==> config.mk <==
export PLATFORM = sky130hd
export DESIGN_NAME = axis_cmd_parser
export DESIGN_NICKNAME = d
export VERILOG_FILES = /design/src/rtl/axis_cmd_parser.sv
export SDC_FILE = /design/constraint.sdc
export NUM_CORES = 1
export LEC_CHECK = 0
export CORE_AREA = 4 4 126 158
export CTS_CLUSTER_SIZE = 25
export DETAILED_ROUTE_END_ITERATION = 10
export DIE_AREA = 0 0 130 162
export GPL_ROUTABILITY_DRIVEN = 0
export PLACE_DENSITY_LB_ADDON = 0.12
export SYNTH_ARGS = -nofsm -noshare
export SYNTH_HDL_FRONTEND = slang
export SYNTH_SLANG_ARGS = --single-unit
==> constraint.sdc <==
create_clock -name aclk -period 2.34 [get_ports aclk]
set_input_delay 0.234 -clock aclk [delete_from_list [all_inputs] [get_ports aclk]]
set_output_delay 0.234 -clock aclk [all_outputs]
set_load 0.1 [all_outputs]
==> src/rtl/axis_cmd_parser.sv <==
// rtl/axis_cmd_parser.sv - header-word command parser driving a downstream transfer engine
// Optional feature macro: CMD_CHECKSUM_EN (adds a fifth XOR checksum header word).
module axis_cmd_parser #(
  parameter int DATA_WIDTH     = 16,
  parameter int TIMEOUT_CYCLES = 65535
) (
  input  logic                  aclk,
  input  logic                  aresetn,
  input  logic [DATA_WIDTH-1:0] s_axis_tdata,
  input  logic                  s_axis_tvalid,
  output logic                  s_axis_tready,
  input  logic                  s_axis_tlast,
  output logic [7:0]            Instruction_code,
  output logic [4:0]            wr_bram_start,
  output logic [4:0]            wr_bram_end,
  output logic [15:0]           wr_addr_start,
  output logic [15:0]           wr_addr_count,
  output logic [2:0]            rd_bram_start,
  output logic [2:0]            rd_bram_end,
  output logic [15:0]           rd_addr_start,
  output logic [15:0]           rd_addr_count,
  output logic                  notification_mode,
  input  logic                  write_done,
  input  logic                  read_done,
  output logic                  busy,
  output logic                  cmd_error,
  output logic [15:0]           cmd_count
);

`ifdef CMD_CHECKSUM_EN
  localparam int N = 5;
`else
  localparam int N = 4;
`endif
  localparam int TW = $clog2(TIMEOUT_CYCLES + 1);

  typedef enum logic [2:0] {IDLE, HDR, CHECK, ISSUE, WAIT, DRAIN} state_t;

  state_t        state_q, state_d;
  logic [2:0]    idx;
  logic [7:0]    op_q;
  logic          notif_q;
  logic [4:0]    bs_q, be_q;
  logic [15:0]   as_q, ac_q;
  logic [TW-1:0] wait_cnt;
  logic          accept, last_idx, hdr_ok, done_match, set_err;
  logic          csum_ok;
  logic          unused_bits;

  // Reserved header bits carry no meaning for this block.
  assign unused_bits = ^{s_axis_tdata[7:1], s_axis_tdata[15:10]};

  assign accept     = s_axis_tvalid && s_axis_tready;
  assign last_idx   = (idx == 3'(N - 1));
  assign done_match = ((op_q == 8'h01) && write_done) || ((op_q == 8'h02) && read_done);
  assign hdr_ok     = ((op_q == 8'h01) || (op_q == 8'h02)) && (bs_q <= be_q) && csum_ok;

`ifdef CMD_CHECKSUM_EN
  // Running XOR over all header words; a correct w4 folds the total to zero.
  logic [15:0] csum_q;
  always_ff @(posedge aclk or negedge aresetn) begin
    if (!aresetn) begin
      csum_q <= '0;
    end else if (accept && state_q == IDLE) begin
      csum_q <= s_axis_tdata[15:0];
    end else if (accept && state_q == HDR) begin
      csum_q <= csum_q ^ s_axis_tdata[15:0];
    end
  end
  assign csum_ok = (csum_q == 16'h0000);
`else
  assign csum_ok = 1'b1;
`endif

  always_comb begin
    state_d          = state_q;
    set_err          = 1'b0;
    s_axis_tready    = 1'b0;
    busy             = 1'b1;
    Instruction_code = 8'h00;
    case (state_q)
      IDLE: begin
        s_axis_tready = 1'b1;
        busy          = 1'b0;
        if (accept) begin
          if (s_axis_tlast) set_err = 1'b1;
          else              state_d = HDR;
        end
      end
      HDR: begin
        s_axis_tready = 1'b1;
        if (accept) begin
          if (last_idx) begin
            if (s_axis_tlast) begin
              state_d = CHECK;
            end else begin
              set_err = 1'b1;
              state_d = DRAIN;
            end
          end else if (s_axis_tlast) begin
            set_err = 1'b1;
            state_d = IDLE;
          end
        end
      end
      CHECK: begin
        if (hdr_ok) begin
          state_d = ISSUE;
        end else begin
          set_err = 1'b1;
          state_d = IDLE;
        end
      end
      ISSUE: state_d = WAIT;
      WAIT: begin
        // Drop the code in the done cycle so the engine cannot relaunch.
        Instruction_code = done_match ? 8'h00 : op_q;
        if (done_match) begin
          state_d = IDLE;
        end else if (wait_cnt == TW'(TIMEOUT_CYCLES - 1)) begin
          set_err = 1'b1;
          state_d = IDLE;
        end
      end
      DRAIN: begin
        s_axis_tready = 1'b1;
        if (accept && s_axis_tlast) state_d = IDLE;
      end
      default: state_d = IDLE;
    endcase
  end

  always_ff @(posedge aclk or negedge aresetn) begin
    if (!aresetn) begin
      state_q           <= IDLE;
      idx               <= '0;
      op_q              <= '0;
      notif_q           <= 1'b0;
      bs_q              <= '0;
      be_q              <= '0;
      as_q              <= '0;
      ac_q              <= '0;
      wait_cnt          <= '0;
      cmd_error         <= 1'b0;
      cmd_count         <= '0;
      wr_bram_start     <= '0;
      wr_bram_end       <= '0;
      wr_addr_start     <= '0;
      wr_addr_count     <= '0;
      rd_bram_start     <= '0;
      rd_bram_end       <= '0;
      rd_addr_start     <= '0;
      rd_addr_count     <= '0;
      notification_mode <= 1'b0;
    end else begin
      state_q <= state_d;

      if (state_d != HDR) idx <= '0;
      else if (accept)    idx <= idx + 3'd1;

      if (accept && (state_q == IDLE || state_q == HDR)) begin
        case (idx)
          3'd0: begin
            op_q    <= s_axis_tdata[15:8];
            notif_q <= s_axis_tdata[0];
          end
          3'd1: begin
            bs_q <= s_axis_tdata[4:0];
            be_q <= s_axis_tdata[9:5];
          end
          3'd2:    as_q <= s_axis_tdata[15:0];
          3'd3:    ac_q <= s_axis_tdata[15:0];
          default: ;
        endcase
      end

      // A new header clears the flag, but an error on that same beat wins.
      if (accept && state_q == IDLE) cmd_error <= 1'b0;
      if (set_err)                   cmd_error <= 1'b1;

      if (state_q == ISSUE) begin
        if (op_q == 8'h01) begin
          wr_bram_start     <= bs_q;
          wr_bram_end       <= be_q;
          wr_addr_start     <= as_q;
          wr_addr_count     <= ac_q;
          notification_mode <= 1'b0;
        end else begin
          rd_bram_start     <= bs_q[2:0];
          rd_bram_end       <= be_q[2:0];
          rd_addr_start     <= as_q;
          rd_addr_count     <= ac_q;
          notification_mode <= notif_q;
        end
      end

      if (state_q == ISSUE)     wait_cnt <= '0;
      else if (state_q == WAIT) wait_cnt <= wait_cnt + TW'(1);

      if (state_q == WAIT && done_match) cmd_count <= cmd_count + 16'd1;
    end
  end

endmodule

==> out/metrics.yaml <==
setup_viol: 0
ant_nets: 0
nets: 703
regToRegSetupSlack_ps: 340
fp.dieW_um: 130
ff_latch_area_um2: 4280
yosys.area.top_type: "dfrtp_1"
ys_seq_elements: 171
postLayoutCoreUtil_pct: 50.4
worstReg2RegEnd: "be_q[3]"
first_pass_iters: 6
first_global_vias: 5019
grt.overflow.total: 0
vias: 4646
cts_buffers: 17
startpoint_type: "flip-flop"
synth.area.top_cells: "dfrtp_1 59%, mux2_2 16%, mux2_4 4.1%, ha_1 2.2%, nand2_1 1.8%"
cp_slowest_cell: "dfrtp_1"
power.density_nw_per_um2: 641
cp_max_fo: 7
async_reset_ff_share_pct: 100
synth_top_flop_cell: "dfrtp_1"
drv_slew: 0
worstMarginPinSlew_ps: 509
ys_top_cells_by_count: "171 x dfrtp_1, 106 x mux2_2, 35 x nand2_1"
ys_warn_count: 0
syn_area_per_cell_um2: 13.8
area_delta_synth_final_pct: 28.7
rsz0062_at_grt: "no"
clock_latency_ps: 430
synth_most_common_cell: "dfrtp_1"
wl_mm: 16.8
grt_max_degree: 55
grt_pass1_wl_mm: 27.1
status: "finished clean"
clkTransAtPathRegs_ps: 70
grt_antenna_before_repair: 0
max_stage_delay_ps: 460
crit_path_end_kind: "output pin"
irDropWorstVdd_mv: 0.489
portBuffers: 129
netlist_instances: 526
synthesis.nets: 561
clock_skew_ps: 15.4
num_rows: 56
wl_per_cell_um: 18.4
setup-tns-final_ps: 0
core-area_um2: 18500
drt_iter0_markers: 183
crit_chain: "and3b_1 > o2111ai_4 > nand2_1 > nor2_2 > buf_12"
die_area_um2: 21100
via_per_inst: 5.09
synth_area_um2: 7240
io_pins: 130
hold_slack_ps: 332
rr_startpoint: "state_q[1]"
power.total_mw: 5.97
yosysUniqueCellTypes: 49
n_antenna_cell: 0
cp.arrival_ps: 1950
yosys.area.top_type_share_pct: 59.1
cts_root_buf: "clkbuf_16"
die_h_um: 162
htreeDepth: 4
min_period_over_period_pct: 93.5
p_leak_nw: 4.75
min_period_ps: 2190
cap_violations: 0
initial_core_util_pct: 39.1
dpl_cell_area_um2: 8690
drive_gt1_share_pct: 44.2
synth_seq_area_share_pct: 59.1
cts_tree: "built"
nFillCells: 1664
hold_violations: 0
drc_errors: 0
crit_type: "flip-flop to output pin"
multi_input_area_um2: 2820
max_freq_mhz: 457
synth_edf_count: 0
hp-class: "input pin to async pin"
dp_hpwl_mm: 11.9
crit_required_ps: 2110
clock_path_buffers: 2
cts_sinks: 171
design_area_um2: 9320
grt_usage_pct: 16.6
relSlewSlack_pct: 66.1
r2r_cells: 5
## how the worst max path moves through the flow
stage / slack, ps / cells after the start / to / startpoint
after floorplan: 100 / 5 / cmd_count[15] / cmd_count[3]
after global placement: 330 / 6 / Instruction_code[0] / write_done
after detailed placement: 310 / 6 / Instruction_code[0] / write_done
after CTS: 20 / 5 / Instruction_code[0] / op_q[1]
after global routing: 30 / 5 / Instruction_code[0] / op_q[1]
final: 150 / 5 / Instruction_code[0] / op_q[1]
## report_power, final
group	switching [mW]	leakage, nW	internal, mW	total, mW
clock	1.24	0.293	1.66	2.89
combinational	0.0800	2.10	0.0435	0.124
sequential	0	2.37	2.95	2.95
## through the flow
stage          setup slack (ps)  cells
6_report                    152    913
3_5_place_dp                314    880
5_1_grt                    31.5    913
2_1_floorplan              96.4    526
3_3_place_gp                334    880
4_1_cts                    18.0    913
## critical path: cells and delay by family (launching register included)
kind                   cells  cell delay, ps
buffers and inverters      1             190
AO/OA/AOI/OAI              1             340
flip-flops                 1             460
AND/OR/NAND/NOR            3             560
## final cells by class
| class | count | area share, % |
|---|---|---|
| clock inverter | 13 | 1.64 |
| inverter | 15 | 0.604 |
| multi-input combinational | 320 | 30.2 |
| clock buffer | 19 | 4.86 |
| tap | 232 | 3.12 |
| timing repair buffer | 143 | 13.6 |
| sequential | 171 | 45.9 |
## flip-flops by register name, summed over array words and instances (netlist names)
register,cells
wait_cnt,16
wr_bram_start,5
wr_addr_start,16
wr_bram_end,5
rd_bram_start,3
notif_q,1
bs_q,5
cmd_error,1
op_q,8
state_q,3
notification_mode,1
rd_addr_count,16
be_q,5
as_q,16
idx,3
ac_q,16
rd_bram_end,3
rd_addr_start,16
wr_addr_count,16
cmd_count,16
## cells in the final DEF (no fill, tap or decap), types with 3 or more instances in the layout
| cell type | n |
|---|---|
| buf_12 | 11 |
| nand3_1 | 10 |
| clkdlybuf4s50_1 | 20 |
| clkbuf_16 | 17 |
| xnor2_1 | 12 |
| and3_1 | 10 |
| inv_1 | 14 |
| a21oi_1 | 3 |
| nor2_2 | 7 |
| xor2_1 | 4 |
| inv_6 | 5 |
| ha_1 | 13 |
| mux2i_1 | 7 |
| mux2_4 | 20 |
| mux2_2 | 106 |
| o21ai_0 | 21 |
| nand4_1 | 11 |
| dfrtp_1 | 171 |
| nor2_1 | 13 |
| nand2_1 | 35 |
| and2_1 | 6 |
| o31ai_1 | 3 |
| buf_4 | 110 |
## per-layer routing
metal  track usage [%]  wire [um]
met5                 0          0
met4              5.15        179
met3              3.62        718
met2              29.3       9150
met1              20.1       6770
## repair_timing
action	CTS	global route
endpoints found under the setup margin	0	4
endpoints found under the hold margin	48	0
gates resized for setup	0	1
hold buffers	1	0
setup buffers	0	0
## cells by family after synthesis
kind of cell,count (synthesis),synth area share (%)
fa+ha+maj,13,2.25
compound gates,46,4.08
flops,171,59.1
mux,134,21.8
buf+inv,35,2.38
simple gates,111,8.49
xor+xnor,16,1.94
(Power assumes the default switching activity.)
